`src/rtl/dsp_i2s_tx_pkg.sv`:
```
// Shared audio types for the DSP output path: sample, stereo pair and I2S frame geometry.
package dsp_audio_pkg;

    typedef logic signed [15:0] audio_sample_t;

    typedef struct packed {
        audio_sample_t l;
        audio_sample_t r;
    } stereo_frame_t;

    localparam int I2S_SLOTS_PER_FRAME = 32;

endpackage

```
`src/rtl/dsp_i2s_tx_if.sv`:
```
// Sample handshake between the DSP sample path (master) and the I2S transmitter (slave).
interface dsp_i2s_tx_if;
    import dsp_audio_pkg::*;

    audio_sample_t sample_l;
    audio_sample_t sample_r;
    logic          sample_valid;
    logic          sample_ready;

    modport master (output sample_l, output sample_r, output sample_valid, input  sample_ready);
    modport slave  (input  sample_l, input  sample_r, input  sample_valid, output sample_ready);
endinterface

```
`src/rtl/dsp_i2s_tx_bclk_gen.sv`:
```
// Bit-clock divider: BCLK toggles every BCLK_DIV system clocks; fall_evt marks the clock edge where BCLK falls.
// Latency: first rise at edge BCLK_DIV after reset release. No backpressure.
module i2s_bclk_gen #(
    parameter int BCLK_DIV = 4
) (
    input  logic clock,
    input  logic reset,
    output logic i2s_bclk,
    output logic fall_evt
);
    localparam int CNT_W = (BCLK_DIV > 1) ? $clog2(BCLK_DIV) : 1;

    logic [CNT_W-1:0] div_cnt;
    logic             tc;

    assign tc       = (div_cnt == CNT_W'(BCLK_DIV - 1));
    // Combinational so the sequencer updates on the same edge that BCLK falls.
    assign fall_evt = tc & i2s_bclk;

    always_ff @(posedge clock or negedge reset) begin
        if (!reset) begin
            div_cnt  <= '0;
            i2s_bclk <= 1'b0;
        end else if (tc) begin
            div_cnt  <= '0;
            i2s_bclk <= ~i2s_bclk;
        end else begin
            div_cnt  <= div_cnt + CNT_W'(1);
        end
    end
endmodule

```
`src/rtl/dsp_i2s_tx.sv`:
```
// Philips I2S stereo transmitter: one-pair holding buffer, bit-clock divider, 32-slot frame sequencer.
// Latency: left MSB leaves 2*BCLK_DIV clocks after the frame load. Backpressure: sample_ready = buffer empty.
// Option: DSP_I2S_TX_MUTE_ON_UNDERRUN_EN sends a silent frame on underrun instead of repeating the last pair.
module dsp_i2s_tx #(
    parameter int BCLK_DIV = 4
) (
    input  logic         clock,
    input  logic         reset,
    dsp_i2s_tx_if.slave  smp,
    output logic         i2s_bclk,
    output logic         i2s_lrclk,
    output logic         i2s_sdata,
    output logic         underrun
);
    import dsp_audio_pkg::*;

    localparam int POS_W = $clog2(I2S_SLOTS_PER_FRAME);

    logic                           fall_evt;
    logic [POS_W-1:0]               pos;
    logic [POS_W-1:0]               pos_nxt;
    logic [POS_W-1:0]               bit_idx;
    logic                           load;
    logic                           xfer;
    logic                           hold_full;
    stereo_frame_t                  hold;
    stereo_frame_t                  frame;
    stereo_frame_t                  incoming;
    logic [I2S_SLOTS_PER_FRAME-1:0] frame_bits;

    i2s_bclk_gen #(.BCLK_DIV(BCLK_DIV)) u_bclk_gen (
        .clock    (clock),
        .reset    (reset),
        .i2s_bclk (i2s_bclk),
        .fall_evt (fall_evt)
    );

    assign smp.sample_ready = !hold_full;
    assign xfer             = smp.sample_valid && !hold_full;
    assign incoming         = {smp.sample_l, smp.sample_r};
    assign frame_bits       = frame;
    assign pos_nxt          = pos + POS_W'(1);
    assign load             = fall_evt && (pos_nxt == '0);
    // Slot p carries frame[32-p]; at p=0 this wraps to bit 0 of the frame still in the register.
    assign bit_idx          = POS_W'(0) - pos_nxt;

    always_ff @(posedge clock or negedge reset) begin
        if (!reset) begin
            pos       <= '1;
            hold_full <= 1'b0;
            hold      <= '0;
            frame     <= '0;
            i2s_lrclk <= 1'b0;
            i2s_sdata <= 1'b0;
            underrun  <= 1'b0;
        end else begin
            underrun <= 1'b0;
            // A transfer in the load cycle bypasses the buffer and goes straight to the frame.
            if (xfer && !load) begin
                hold      <= incoming;
                hold_full <= 1'b1;
            end
            if (fall_evt) begin
                pos       <= pos_nxt;
                i2s_lrclk <= pos_nxt[POS_W-1];
                i2s_sdata <= frame_bits[bit_idx];
                if (load) begin
                    if (hold_full) begin
                        frame     <= hold;
                        hold_full <= 1'b0;
                    end else if (smp.sample_valid) begin
                        frame <= incoming;
                    end else begin
                        underrun <= 1'b1;
`ifdef DSP_I2S_TX_MUTE_ON_UNDERRUN_EN
                        frame <= '0;
`else
                        frame <= frame;
`endif
                    end
                end
            end
        end
    end
endmodule

```
`src/flat_wrapper.sv`:
```
// flat-port wrapper written by rule: the top's interface ports become plain ports
module dsp_i2s_tx_flat import dsp_audio_pkg::*;
#(
    parameter int BCLK_DIV = 4
)
  (clock, reset, i2s_bclk, i2s_lrclk, i2s_sdata, underrun, smp_sample_l, smp_sample_r, smp_sample_valid, smp_sample_ready);
  dsp_i2s_tx_if smp_i ();
  input  logic clock;
  input  logic reset;
  output logic i2s_bclk;
  output logic i2s_lrclk;
  output logic i2s_sdata;
  output logic underrun;
  input wire logic [$bits(smp_i.sample_l)-1:0] smp_sample_l;
  input wire logic [$bits(smp_i.sample_r)-1:0] smp_sample_r;
  input wire logic [$bits(smp_i.sample_valid)-1:0] smp_sample_valid;
  output wire logic [$bits(smp_i.sample_ready)-1:0] smp_sample_ready;
  assign smp_i.sample_l = smp_sample_l;
  assign smp_i.sample_r = smp_sample_r;
  assign smp_i.sample_valid = smp_sample_valid;
  assign smp_sample_ready = smp_i.sample_ready;
  dsp_i2s_tx #(.BCLK_DIV(BCLK_DIV)) u_core (.clock(clock), .reset(reset), .smp(smp_i), .i2s_bclk(i2s_bclk), .i2s_lrclk(i2s_lrclk), .i2s_sdata(i2s_sdata), .underrun(underrun));
endmodule
```
`config.mk`:
```
export PLATFORM = sky130hd
export DESIGN_NAME = dsp_i2s_tx_flat
export DESIGN_NICKNAME = d
export VERILOG_FILES = /design/src/rtl/dsp_i2s_tx_pkg.sv /design/src/rtl/dsp_i2s_tx_if.sv /design/src/rtl/dsp_i2s_tx_bclk_gen.sv /design/src/rtl/dsp_i2s_tx.sv /design/src/flat_wrapper.sv
export SDC_FILE = /design/constraint.sdc
export NUM_CORES = 1
export LEC_CHECK = 0
export BUFFER_PORTS_ARGS = -buffer_cell sky130_fd_sc_hd__buf_2
export CAP_MARGIN = 0
export CELL_PAD_IN_SITES_DETAIL_PLACEMENT = 1
export CELL_PAD_IN_SITES_GLOBAL_PLACEMENT = 2
export CORE_ASPECT_RATIO = 1.1
export CORE_MARGIN = 2
export CORE_UTILIZATION = 32
export DETAILED_ROUTE_END_ITERATION = 10
export PLACE_DENSITY_LB_ADDON = 0.25
export SLEW_MARGIN = 20
export SYNTH_ARGS = -nofsm -noshare
export SYNTH_HDL_FRONTEND = slang
export SYNTH_SLANG_ARGS = --single-unit
export TNS_END_PERCENT = 1
```
`constraint.sdc`:
```
create_clock -name clock -period 4 [get_ports clock]
set_input_delay 0.2 -clock clock [delete_from_list [all_inputs] [get_ports clock]]
set_output_delay 0.2 -clock clock [all_outputs]
set_load 0.02 [all_outputs]
```
# Word-level counts from Yosys, hierarchy flattened
# Index checks and enable logic that the tools add are counted.
dict set report op_classes {
  add_sub_neg 3
  multipliers 0
  div 0
  magnitude_cmp 1
  n_eq_ne 1
  shift 0
  n_mux 13
  bitwise 2
  n_reduce_logical 8
}
# op n
set ops {}
lappend ops {{$mux W32} 2}
lappend ops {{$mux W1} 9}
lappend ops {{$lt A5 B6 Y1 const B} 1}
lappend ops {{$add A5 B1 Y5 const B} 1}
lappend ops {{$bmux W1 S5} 1}
lappend ops {{$logic_not A5 Y1} 1}
lappend ops {{$sub A1 B5 Y5 const A} 1}
lappend ops {{$logic_and A1 B1 Y1} 3}
lappend ops {{$reduce_and A3 Y1} 1}
lappend ops {{$add A2 B1 Y2 const B} 1}
lappend ops {{$eq A2 B2 Y1 const B} 1}
lappend ops {{$logic_not A1 Y1} 2}
lappend ops {{$mux W2} 1}
lappend ops {{$reduce_bool A2 Y1} 1}
lappend ops {{$and A1 B1 Y1} 1}
lappend ops {{$not A1 Y1} 1}
dict set report totals {
  register_bits 76
  latchBits 0
  ramBits 0
  romBits 0
  in_bits 35
  output_inout_bits 5
  wordCells 39
  n_memories 0
}

# Depth between registers and ports, before layout
dict set report depth {
  word_depth 9
  mapped_depth 11
  depth_no_buf 8
}

# Modules after synthesis
# Synthesis repeated with hierarchy kept, for this count alone.
dict set report hier_totals {
  cells_unflattened 289
  area_unflattened_um2 3499.6
}
# module n_inst cells_each area_each_um2 seq_area_each_um2
set by_module_without_submodules {}
lappend by_module_without_submodules {dsp_i2s_tx 1 282 3392.0 1833.0}
lappend by_module_without_submodules {i2s_bclk_gen 1 7 107.6 75.1}

# Worst setup path after synthesis
# OpenSTA, ideal clock, no wires.
dict set report synth_path {
  path_kind {register -> register}
  start {register u_core.pos[1]}
  end {register u_core.i2s_sdata}
  setup_ns 0.074
  arrival_ns 2.222
  t_required_ns 3.926
  path_slack_ns 1.703
  stages_incl_launch_ff 8
  n_path_buf 1
  period_less_slack_ns 2.297
  cell_sequence {dfstp_2 ha_1 dlymetal6s2s_1 o2111ai_1 nand4_4 mux2i_1 mux4_2 o21ai_2}
}
dict set report synth_between {
  elab_chain_cells 4
}
# element line
set synth_rtl {}
lappend synth_rtl {{from (decl)} dsp_i2s_tx.sv:20} ;# logic [POS_W-1:0] pos;
lappend synth_rtl {{from (signal assigned)} dsp_i2s_tx.sv:64} ;# pos <= pos_nxt;
lappend synth_rtl {{$add A5 B1 Y5} dsp_i2s_tx.sv:42} ;# assign pos_nxt = pos + POS_W'(1);
lappend synth_rtl {{net u_core.pos_nxt[1]} dsp_i2s_tx.sv:21} ;# logic [POS_W-1:0] pos_nxt;
lappend synth_rtl {{$sub A1 B5 Y5} dsp_i2s_tx.sv:45} ;# assign bit_idx = POS_W'(0) - pos_nxt;
lappend synth_rtl {{$bmux W1 S5} dsp_i2s_tx.sv:66} ;# i2s_sdata <= frame_bits[bit_idx];
lappend synth_rtl {{$mux W1 (implied by the code)} dsp_i2s_tx.sv:66}
lappend synth_rtl {{to (signal assigned)} dsp_i2s_tx.sv:66}
lappend synth_rtl {{to (decl)} dsp_i2s_tx.sv:12} ;# output logic i2s_sdata,
# The timed path passes the listed nets, and every way through them passes these cells. The select of a mux whose other input is x is not followed.
# A chain may end at the register's enable or synchronous reset.

# Worst setup path in the final report
dict set report layout_path {
  start {register u_core.pos[0]}
  end {register u_core.hold[1] in the netlist's numbering}
}
dict set report layout_between {
  elab_chain_cells 5
}
# element line
set layout_rtl {}
lappend layout_rtl {{$add A5 B1 Y5} dsp_i2s_tx.sv:42}
lappend layout_rtl {{$logic_not A5 Y1} dsp_i2s_tx.sv:43} ;# assign load = fall_evt && (pos_nxt == '0);
lappend layout_rtl {{$logic_and A1 B1 Y1} dsp_i2s_tx.sv:43}
lappend layout_rtl {{$logic_not A1 Y1} dsp_i2s_tx.sv:59} ;# if (xfer && !load) begin
lappend layout_rtl {{$logic_and A1 B1 Y1} dsp_i2s_tx.sv:59}
lappend layout_rtl {{to (signal assigned)} dsp_i2s_tx.sv:60} ;# hold <= incoming;
lappend layout_rtl {{to (decl)} dsp_i2s_tx.sv:26} ;# stereo_frame_t hold;
# No other way between the ends.

==> flow_summary.json <==
{
  "yosysWarnings": 0,
  "ys_seq_elements": 76,
  "drc": 0,
  "netlist_instances": 281,
  "yosysSeqAreaShare_pct": 54.2,
  "grt_usage_pct": 13.3,
  "layout_commonest_cell": "dfrtp_1",
  "cts_setup_buffers": 0,
  "syn_area_um2": 3520,
  "routed_wl_um": 7020,
  "antenna_found_initial": 0,
  "rows": 40,
  "viasPerCell": 4.72,
  "finalHoldViolations": 0,
  "syn_nets": 319,
  "clockRootBuffer": "clkbuf_16",
  "clock.fmax_ghz": 0.332,
  "arrival_ps": 3230,
  "end_kind": "flop",
  "synth.distinct_cells": 34,
  "tns_ps": 0,
  "worstPathRequired_ps": 4220,
  "die_w_um": 104,
  "post-route-period-util_pct": 75.2,
  "met1Wirelength_um": 3290,
  "synth_top_family_by_area": "multiplexers",
  "drt_iter0_markers": 73,
  "vias": 2213,
  "hp-start": "smp_sample_valid",
  "grt_pass1_wl_um": 12200,
  "reg2reg_setup_slack_ps": 990,
  "cp-start-kind": "flop",
  "clkSlewWorstSetupHoldPaths_ps": 60,
  "synth_compound_area_share_pct": 6.04,
  "fillers": 1190,
  "cts_hold_buf": 0,
  "num_antenna_cells": 0,
  "syn_to_final_growth_pct": 18.9,
  "clk_path_buf_depth": 2,
  "avgSynthCellArea_um2": 12.5,
  "drt_pass1_iterations": 3,
  "maxSlewHeadroom_pct": 53.1,
  "power.density_nw_per_um2": 423,
  "hold_path.class": "in -> reg",
  "met3_wirelength_um": 244,
  "cts_tree": "built",
  "grt_pass1_vias": 2387,
  "synthAdderAreaFrac_pct": 1.07,
  "antenna_left": 0,
  "cts-resized-gates": 0,
  "hpwl_um": 4710,
  "clkSinkCount": 76,
  "core_um2": 10800,
  "crit-reg2reg-launch": "u_core.pos[0]",
  "r2r_cells": 8,
  "maxCapViolations": 0,
  "synthXorXnorAreaFrac_pct": 1.74,
  "fin_skew_ps": 6.15,
  "leakage_uw": 0.00209,
  "nNetsFinal": 355,
  "io_buffers": 39,
  "mostFrequentLayoutCells": "dfrtp_1 (70), nand2_1 (42), buf_2 (38), mux2i_1 (36), mux2_2 (32)",
  "start_util_pct": 32.6,
  "clk_latency_ps": 340,
  "synth_edf_count": 0,
  "crit_fanout": 21,
  "cts_made_buffers": 9,
  "whs_path_depth": 2,
  "routed.top_layer": "met4",
  "drive_gt1_share_pct": 34.2,
  "r2r-end": "u_core.hold[1]",
  "ys.flop_type": "dfrtp_1",
  "synth_mux_area_share_pct": 26.2,
  "grt_overflow": 0,
  "place.gp.congestion": 0.727,
  "die_y_um": 114,
  "synthSimpleGateAreaFrac_pct": 7.79,
  "wire_per_inst_um": 15.0,
  "io_pins": 40,
  "htree_levels": 3,
  "vdd_drop_max_mv": 0.225,
  "final_core_util_pct": 38.7,
  "die_area_um2": 11900,
  "grt_max_degree": 77,
  "fin_crit_ps": 3010,
  "worst_hold_path.endpoint": "u_core.underrun",
  "dr_wl_met2_um": 3360,
  "run_status": "finished, final reports clean",
  "finalSetupViolations": 0,
  "drv_slew": 0,
  "worstMarginPinSlew_ps": 702,
  "ys_async_sr_fraction_pct": 100,
  "critPathKind": "reg -> reg",
  "rsz0062_at_grt": "false"
}
[final cells by class]
| type | instances | area [µm²] | share of cell area, % |
|---|---|---|---|
| Timing Repair Buffer | 44 | 270 | 6.46 |
| Clock inverter | 5 | 61.3 | 1.47 |
| Clock buffer | 11 | 243 | 5.80 |
| Inverter | 2 | 7.51 | 0.179 |
| Tap cell | 147 | 184 | 4.40 |
| Multi-Input combinational cell | 184 | 1510 | 36.1 |
| Sequential cell | 76 | 1910 | 45.6 |
[cell usage after synthesis (all sizes together), types with 2 or more instances]
master,number,area [µm²]
xnor2,3,26.3
mux2,32,360
nor2,3,11.3
ha,3,37.5
dfrtp,71,1780
mux4,9,203
xor2,4,35.0
o21ai,34,174
mux2i,36,360
inv,2,7.51
nand3,3,15.0
buf,6,37.5
nand2,42,158
clkbuf,12,45.0
nand4,3,33.8
nand2b,2,12.5
dfstp,5,131
[kinds of logic after synthesis]
family / after synthesis
multiplexers: 77
flip-flops: 76
AND/OR/NAND/NOR: 59
AO/OA/AOI/OAI: 38
buffers and inverters: 21
XOR/XNOR: 7
adder cells (fa/ha/maj): 3
[worst max-delay path, stage by stage, from the launching register on]
cell	delay, ps
dfstp_2	760
ha_1	320
nand3_1	130
xor2_1	170
ha_1	210
nand2_1	100
nand3_1	510
buf_12	390
mux2_2	280
[report_power, final]
part	internal (µW)	switching, µW	leakage, µW
clock	501	323	0.000138
sequential	814	22.3	0.000970
combinational	59.1	50.4	0.000987
total	1370	396	0.00209
[metal layers]
| metal | global-route usage, % | up-vias |
|---|---|---|
| met5 | 0 | - |
| met4 | 5.14 | 0 |
| met3 | 3.89 | 8 |
| met2 | 21.4 | 27 |
| met1 | 17.0 | 1109 |
| li1 | - | 1069 |
[sequential cells by signal, summed over array words and instances, names as in the netlist]
| signal | count |
|---|---|
| u_core.frame | 32 |
| u_core.hold | 32 |
| u_core.pos | 5 |
| u_core.u_bclk_gen.div_cnt | 2 |
| u_core.hold_full | 1 |
| u_core.i2s_lrclk | 1 |
| u_core.i2s_sdata | 1 |
| u_core.u_bclk_gen.i2s_bclk | 1 |
| u_core.underrun | 1 |
[worst max path at each step]
stage / cells after the start / from / end
3_5_place_dp: 8 / u_core.pos[0] / u_core.hold[1]
6_report: 8 / u_core.pos[0] / u_core.hold[1]
2_1_floorplan: 7 / u_core.pos[1] / u_core.i2s_sdata
4_1_cts: 8 / u_core.pos[0] / u_core.hold[4]
5_1_grt: 8 / u_core.pos[0] / u_core.hold[13]
3_3_place_gp: 8 / u_core.pos[0] / u_core.hold[16]
[per-stage QoR]
stage	cells	setup WS, ps	total power, µW	hold slack (ps)	instance area (µm²)
floorplan	281	1700	903	-95.6	3520
global placement	451	978	955	413	3840
detailed placement	451	904	961	409	3840
CTS	467	887	1800	48.1	4150
global route	469	684	1860	60.7	4180
finish	469	991	1770	57.6	4180
(Power assumes the default switching activity.)
